<file path="src/rtl/mxu_host_pkg.sv">
// Shared types and sizing helpers for the MXU host controller.
// Sizing is expressed as functions of DIM so any instance can derive its own counts.
package mxu_host_pkg;

  typedef enum logic [1:0] {
    LOAD  = 2'd0,
    KICK  = 2'd1,
    WAIT  = 2'd2,
    DRAIN = 2'd3
  } state_t;

  function automatic int unsigned load_words(input int unsigned dim);
    return 2 + 3 * dim * dim;
  endfunction

  function automatic int unsigned res_words(input int unsigned dim);
    return dim * dim;
  endfunction

  localparam int unsigned DEF_DIM    = 2;
  localparam int unsigned LOAD_WORDS = load_words(DEF_DIM);
  localparam int unsigned RES_WORDS  = res_words(DEF_DIM);

endpackage

</file>
<file path="src/rtl/mxu_result_serializer.sv">
// Buffers one captured result matrix and streams it out row-major
// over a valid/ready handshake; o_done pulses on the final handshake.
module mxu_result_serializer #(
  parameter int unsigned EW = 8,
  parameter int unsigned N  = 4
) (
  input  logic            clk,
  input  logic            i_rst_n,
  input  logic            i_capture,
  input  logic [N*EW-1:0] i_data,
  input  logic            i_ready,
  output logic            o_valid,
  output logic [EW-1:0]   o_data,
  output logic            o_last,
  output logic            o_done
);

  localparam int unsigned IW = (N > 1) ? $clog2(N) : 1;

  logic [N*EW-1:0] r_buf;
  logic [IW-1:0]   r_idx;
  logic            r_valid;
  logic            w_last;
  logic            w_fire;

  assign w_last = r_valid && (r_idx == IW'(N - 1));
  assign w_fire = r_valid && i_ready;

  always_ff @(posedge clk or negedge i_rst_n) begin
    if (!i_rst_n) begin
      r_buf   <= '0;
      r_idx   <= '0;
      r_valid <= 1'b0;
    end else if (i_capture) begin
      r_buf   <= i_data;
      r_idx   <= '0;
      r_valid <= 1'b1;
    end else if (w_fire) begin
      if (w_last) begin
        r_valid <= 1'b0;
        r_idx   <= '0;
      end else begin
        r_idx <= r_idx + 1'b1;
      end
    end
  end

  always_comb begin
    o_data = '0;
    for (int unsigned i = 0; i < N; i++) begin
      if (r_idx == IW'(i)) o_data = r_buf[i*EW +: EW];
    end
  end

  assign o_valid = r_valid;
  assign o_last  = w_last;
  assign o_done  = w_fire && w_last;

endmodule

</file>
<file path="src/rtl/mxu_host_ctrl.sv">
// Host-side controller for temporal_mxu: loads operands, kicks a job, waits, drains result.
// Optional MXU_HOST_TIMEOUT_EN adds a bounded result wait with a sticky timeout_err flag.
module mxu_host_ctrl
  import mxu_host_pkg::*;
#(
  parameter int unsigned BIT_WIDTH      = 4,
  parameter int unsigned DIM            = 2,
  parameter int unsigned TIMEOUT_CYCLES = 256
) (
  input  logic                             clk,
  input  logic                             reset_n,
  input  logic                             in_valid,
  output logic                             in_ready,
  input  logic [BIT_WIDTH-1:0]             in_data,
  output logic                             mxu_start,
  output logic [DIM*DIM*BIT_WIDTH-1:0]     mxu_A,
  output logic [DIM*DIM*BIT_WIDTH-1:0]     mxu_B,
  output logic [DIM*DIM*BIT_WIDTH-1:0]     mxu_C,
  output logic [BIT_WIDTH-1:0]             mxu_alpha,
  output logic [BIT_WIDTH-1:0]             mxu_beta,
  input  logic                             mxu_out_valid,
  input  logic [DIM*DIM*2*BIT_WIDTH-1:0]   mxu_out,
  output logic                             res_valid,
  input  logic                             res_ready,
  output logic [2*BIT_WIDTH-1:0]           res_data,
  output logic                             res_last,
  output logic                             busy,
  output logic                             timeout_err
);

  localparam int unsigned NW = load_words(DIM);
  localparam int unsigned NE = res_words(DIM);
  localparam int unsigned CW = $clog2(NW);

  state_t                       r_state;
  logic [CW-1:0]                r_cnt;
  logic [BIT_WIDTH-1:0]         r_alpha;
  logic [BIT_WIDTH-1:0]         r_beta;
  logic [DIM*DIM*BIT_WIDTH-1:0] r_A;
  logic [DIM*DIM*BIT_WIDTH-1:0] r_B;
  logic [DIM*DIM*BIT_WIDTH-1:0] r_C;

  logic w_load_fire;
  logic w_load_last;
  logic w_capture;
  logic w_timeout;
  logic w_drain_done;

  assign w_load_fire = (r_state == LOAD) && in_valid;
  assign w_load_last = w_load_fire && (r_cnt == CW'(NW - 1));
  // mxu_out_valid is only meaningful in WAIT; a stale high elsewhere is ignored.
  assign w_capture   = (r_state == WAIT) && mxu_out_valid;

`ifdef MXU_HOST_TIMEOUT_EN
  localparam int unsigned TW = (TIMEOUT_CYCLES > 1) ? $clog2(TIMEOUT_CYCLES) : 1;

  logic [TW-1:0] r_wait_cnt;
  logic          r_timeout;

  assign w_timeout = (r_state == WAIT) && !mxu_out_valid &&
                     (r_wait_cnt == TW'(TIMEOUT_CYCLES - 1));

  always_ff @(posedge clk or negedge reset_n) begin
    if (!reset_n) begin
      r_wait_cnt <= '0;
      r_timeout  <= 1'b0;
    end else begin
      if (r_state == KICK) r_wait_cnt <= '0;
      else if (r_state == WAIT && !mxu_out_valid) r_wait_cnt <= r_wait_cnt + 1'b1;
      if (w_timeout) r_timeout <= 1'b1;
      else if (w_load_fire) r_timeout <= 1'b0;
    end
  end

  assign timeout_err = r_timeout;
`else
  assign w_timeout   = 1'b0;
  assign timeout_err = 1'b0;
`endif

  always_ff @(posedge clk or negedge reset_n) begin
    if (!reset_n) begin
      r_state <= LOAD;
      r_cnt   <= '0;
    end else begin
      if (w_load_fire) r_cnt <= w_load_last ? '0 : r_cnt + 1'b1;
      case (r_state)
        LOAD:    if (w_load_last) r_state <= KICK;
        KICK:    r_state <= WAIT;
        WAIT:    if (w_capture) r_state <= DRAIN;
                 else if (w_timeout) r_state <= LOAD;
        DRAIN:   if (w_drain_done) r_state <= LOAD;
        default: r_state <= LOAD;
      endcase
    end
  end

  // Word order: alpha, beta, A, B, C (each row-major, element 0 at the LSBs).
  always_ff @(posedge clk or negedge reset_n) begin
    if (!reset_n) begin
      r_alpha <= '0;
      r_beta  <= '0;
      r_A     <= '0;
      r_B     <= '0;
      r_C     <= '0;
    end else if (w_load_fire) begin
      if (r_cnt == CW'(0)) r_alpha <= in_data;
      if (r_cnt == CW'(1)) r_beta  <= in_data;
      for (int unsigned i = 0; i < NE; i++) begin
        if (r_cnt == CW'(2 + i))          r_A[i*BIT_WIDTH +: BIT_WIDTH] <= in_data;
        if (r_cnt == CW'(2 + NE + i))     r_B[i*BIT_WIDTH +: BIT_WIDTH] <= in_data;
        if (r_cnt == CW'(2 + 2 * NE + i)) r_C[i*BIT_WIDTH +: BIT_WIDTH] <= in_data;
      end
    end
  end

  mxu_result_serializer #(
    .EW (2 * BIT_WIDTH),
    .N  (NE)
  ) u_ser (
    .clk       (clk),
    .i_rst_n   (reset_n),
    .i_capture (w_capture),
    .i_data    (mxu_out),
    .i_ready   (res_ready),
    .o_valid   (res_valid),
    .o_data    (res_data),
    .o_last    (res_last),
    .o_done    (w_drain_done)
  );

  assign in_ready  = (r_state == LOAD);
  assign mxu_start = (r_state == KICK);
  assign busy      = (r_state != LOAD);
  assign mxu_alpha = r_alpha;
  assign mxu_beta  = r_beta;
  assign mxu_A     = r_A;
  assign mxu_B     = r_B;
  assign mxu_C     = r_C;

endmodule

</file>
<file path="config.mk">
export PLATFORM = sky130hd
export DESIGN_NAME = mxu_host_ctrl
export DESIGN_NICKNAME = d
export VERILOG_FILES = /design/src/rtl/mxu_host_pkg.sv /design/src/rtl/mxu_result_serializer.sv /design/src/rtl/mxu_host_ctrl.sv
export SDC_FILE = /design/constraint.sdc
export NUM_CORES = 1
export LEC_CHECK = 0
export CORE_UTILIZATION = 40
export CTS_CLUSTER_DIAMETER = 150
export DETAILED_ROUTE_END_ITERATION = 12
export PLACE_DENSITY_LB_ADDON = 0.05
export SLEW_MARGIN = 20
export SYNTH_ARGS = -nofsm -noshare
export SYNTH_HDL_FRONTEND = slang
export SYNTH_SLANG_ARGS = --single-unit
</file>
<file path="constraint.sdc">
create_clock -name clk -period 1.79 [get_ports clk]
set_clock_uncertainty 0.1 [all_clocks]
set_input_delay 0.4475 -clock clk [delete_from_list [all_inputs] [get_ports clk]]
set_output_delay 0.4475 -clock clk [all_outputs]
set_load 0.01 [all_outputs]
</file>
# Word-level counts from Yosys, hierarchy flattened
# Index checks and enable logic that the tools add are counted.
[totals] inputBits=41 elab_cells=86 out_inout_bits=70 ff_bits=97
[classes] add_sub_neg=2 mux=15 n_eq_ne=22 reduce_logical=28
[ops] cell="2-to-1 mux 8 bit" count=4
[ops] cell="AND reduction 2 bit" count=15
[ops] cell="== test 4 bit (second input constant)" count=6
[ops] cell="== test 4 x 3 -> 1 bit (second input constant)" count=4
[ops] cell="2-to-1 mux 2 bit" count=6
[ops] cell="== test 2 bit (second input constant)" count=4
[ops] cell="== test 4 x 2 -> 1 bit (second input constant)" count=2
[ops] cell="case mux 2 bit (4 select lines)" count=1
[ops] cell="logical AND 1 bit" count=6
[ops] cell="inequality test 2 x 1 -> 1 bit (second input constant)" count=3
[ops] cell="nonzero test 2 bit" count=3
[ops] cell="adder 4 x 1 -> 4 bit (second input constant)" count=1
[ops] cell="== test 2 x 1 -> 1 bit (second input constant)" count=2
[ops] cell="== test 4 x 1 -> 1 bit (second input constant)" count=1
[ops] cell="zero test 2 bit" count=2
[ops] cell="zero test 4 bit" count=1
[ops] cell="2-to-1 mux 4 bit" count=1
[ops] cell="2-to-1 mux 1 bit" count=3
[ops] cell="AND reduction 3 bit" count=1
[ops] cell="adder 2 x 1 -> 2 bit (second input constant)" count=1

# Logic depth before layout (Yosys ltp)
[depth] ltp_word=5 ltp_mapped=7 mapped_depth_nobuf=5

# By module
# A second synthesis with hierarchy kept.
[unflattened] hier_cells=306 hier_area_um2=4381.7
[by_module_without_submodules] mod="mxu_host_ctrl" instances=1 seq_area_each_um2=1551.5 cells_each=185 area_per_inst_um2=2665.1
[by_module_without_submodules] mod="mxu_result_serializer" instances=1 seq_area_each_um2=875.8 cells_each=121 area_per_inst_um2=1716.6

# Worst setup path after synthesis
# Ideal clock, no wire load.
[synth_timing] kind="reg2out" start="register u_ser.r_idx[0]" end="output port res_data[3]" slack_ns=-0.188 path_stages_with_launch=7 arrival_time_ns=1.431 path_buffers=2 t_required_ns=1.242 path_cell_list="dfrtp_1 > inv_1 > ha_1 > clkbuf_1 > clkbuf_1 > a21oi_1 > a22o_1"
[synth_between] elab_chain_len=5 word_cells_on_any_way=8 classes_between="3 x eq/ne; 4 x mux; 1 x reduce/logical"
[synth_rtl] item="start: declaration" line="mxu_result_serializer.sv:21" text="logic [IW-1:0] r_idx;"
[synth_rtl] item="start signal: assignment" line="mxu_result_serializer.sv:43" text="r_idx <= r_idx + 1'b1;"
[synth_rtl] item="zero test 2 bit" line="mxu_result_serializer.sv:51" text="if (r_idx == IW'(i)) o_data = r_buf[i*EW +: EW];"
[synth_rtl] item="2-to-1 mux 8 bit (3 in a row)" line="mxu_result_serializer.sv:51"
[synth_rtl] item="2-to-1 mux 8 bit *" line="mxu_result_serializer.sv:51"
[synth_rtl] item="end: declaration" line="mxu_host_ctrl.sv:25" text="output logic [2*BIT_WIDTH-1:0] res_data,"
# Mark *: on every way between the ends. The rest lies on a longest branch, timed or not.

# Worst setup path in the final report
[layout_timing] start="register u_ser.r_idx[1]" end="output port res_data[6]"
# The elaborated chain is that of the path after synthesis.

==> flow_summary.toml <==
[status]
status = "finished, violations left"
failed_checks = "negative setup slack"

[cts]
cts_buffer_depth = 2
cts_buffers = 9
tritoncts = "done"
clk_latency_ns = 0.36
cts_sinks = 97
cts-root-buf = "clkbuf_8"
htree_levels = 3
clk_pin_slew_worst_paths_ns = 0.10

[synth]
synth_ff_type = "dfrtp_1"
synth_area_leader_cell = "dfrtp_1"
synth_top_area_share_pct = 56.8
syn_nets = 381
syn_area_um2 = 4280
synth-edff-count = 0
ys_seq_area_share_pct = 56.8
ys_types = 32
synth_area_leaders = "dfrtp_1, mux2_2, ha_1"
synthArstFlopShare_pct = 100
synth.avg_cell_area_um2 = 13.0
ys_seq_elements = 97
syn_inst = 328
ys.warnings.count = 0

[worst_setup_path]
worstPathRequired_ns = 1.24
critPathKind = "reg -> out"
r2r_setup_slack_ns = -0.14
worst-endpoint-arrival_ns = 1.73
critPathLaunchType = "flip-flop"
worst_setup_path_end_kind = "output port"
crit_fanout = 6

[power]
peakVddDrop_mv = 0.753
total_power_uw = 10900
power_density_nw_per_um2 = 1660
leakage_uw = 0.00316

[detailed_routing]
vias_per_cell = 4.97
route.final.wire_length_um = 10600
drtIter0Drc = 55
first_pass_iters = 4
route.detailed.drc = 0
num_vias = 3127
routedWlPerCell_um = 16.8
ant_nets = 0

[die]
core-area_um2 = 10300
start_util_pct = 41.4
io-pin-count = 111
die_area_um2 = 11100
die_h_um = 105
rows = 37
die_x_um = 105

[global_routing]
grt_max_degree = 34
grt_usage_pct = 19.6
overflow = 0
grt_pass1_wl_um = 16800
antenna_found_initial = 0
grt_pass1_vias = 3311

[sta]
slew_viol_final = 0
rsz0062_at_grt = "yes"
tns_ns = -7.24
finalCriticalPeriod_ns = 2.28
finalSetupViolCount = 62
fmax_mhz = 439
hold_violations = 0
post-route-period-util_pct = 127
setup_ws_ns = -0.486

[placed_design]
routabilityCongestion = 0.785
dp_hpwl_um = 6920
port_buffers = 109

[hold_path]
hold_class = "reg -> reg"

[layout]
fillers = 848
final_common_cell = "dfrtp_1"
final_cell_mix = "dfrtp_1, dlygate4sd2_1, mux2_4, clkdlybuf4s50_1"
area_growth_pct = 53.6
drive_gt1_share_pct = 44.6
nets = 542
antenna_cells = 0
multi_input_area_um2 = 2090
seq_area_um2 = 2430

[job]
maxCapViolCount = 0
worst max-delay path, cell delays in order (launching register included):
cell and delay, ns:
dfrtp_1 0.41, buf_6 0.14, ha_4 0.19, buf_6 0.13, a21oi_2 0.11, o21ai_1 0.08, a22o_1 0.18, buf_2 0.14
power by group:
group | internal, uW | leakage (uW) | switching, uW | total (uW)
clock | 784 | 0.0000979 | 785 | 1570
sequential | 3190 | 0.00121 | 588 | 3780
combinational | 3200 | 0.00186 | 2350 | 5550
total | 7180 | 0.00316 | 3720 | 10900
final cells by class:
cell class,count,share of cell area [%]
inverter,15,0.933
timing repair buffer,170,24.5
clock inverter,6,1.39
clock buffer,9,1.89
multi-input combinational,196,31.8
sequential,97,37.0
tap,136,2.59
metrics by stage:
stage | hold WS (ns) | util [%] | cells | cell area [um2] | worst slack (ns)
floorplan | 0.0519 | - | 328 | 4320 | -0.0698
global placement | 0.333 | 56.1 | 592 | 5790 | -0.549
detailed placement | 0.335 | 56.1 | 592 | 5790 | -0.588
CTS | 0.411 | 61.3 | 625 | 6330 | -0.472
global route | 0.424 | 63.6 | 629 | 6570 | -0.564
finish | 0.411 | 63.6 | 629 | 6570 | -0.486
what timing repair did:
item                                    CTS  global route
setup buffers                            17             1
hold buffers                              1             0
endpoints found under the setup margin   98           103
gates resized for setup                 199            43
pin swaps                                17            14
hold endpoints to repair                 26             0
gates cloned                              0             3
flip-flops by register name, summed over array words and instances, names as in the netlist:
name and flops:
mxu_B 16, u_ser.o_valid 1, mxu_A 16, mxu_alpha 4
u_ser.r_idx 2, mxu_beta 4, r_cnt 4, mxu_C 16
u_ser.r_buf 32, r_state 2
metal layers:
metal  routed length [um]  GRT usage (%)
met2                 5290           34.2
met5                    0              0
met3                  510           3.77
met1                 4570           24.3
met4                  187           6.34
kinds of logic (layout without fill, tap and decap cells):
kind of cell	after synthesis	count (layout)	synth area share, %
buffers and inverters	35	200	3.86
other	1	1	0.0877
and+or+nand+nor	48	48	5.32
xor gates and xnor gates	1	1	0.205
adders and majority gates	12	12	3.51
DFF	97	97	56.8
muxes	91	91	24.3
AOI/OAI and AO/OA	43	43	6.00
cell usage after synthesis (4+ instances only):
library cell  instances
dfrtp_1              97
mux2_2               85
a21oi_1              20
nand2_1              20
inv_1                15
ha_1                 12
o21ai_0              12
nor2_1                9
a22o_1                8
clkbuf_1              7
buf_2                 6
nand3_1               5
mux2_4                4
final timing paths:
path / startpoint / end / depth (start not counted)
min in group asynchronous: reset_n / r_cnt[0]$_DFFE_PN0P_ / 2
setup reg to reg: r_state[0]$_DFFE_PN0P_ / mxu_beta[3]$_DFFE_PN0P_ / 6
hold reg to reg: mxu_B[14]$_DFFE_PN0P_ / mxu_B[14]$_DFFE_PN0P_ / 1
max in group asynchronous: reset_n / r_cnt[2]$_DFFE_PN0P_ / 3
hold / removal: mxu_B[14]$_DFFE_PN0P_ / mxu_B[14]$_DFFE_PN0P_ / 1
setup / recovery: u_ser.r_idx[1]$_DFFE_PN0P_ / res_data[6] / 7
Power figures use the tool's default switching activity.
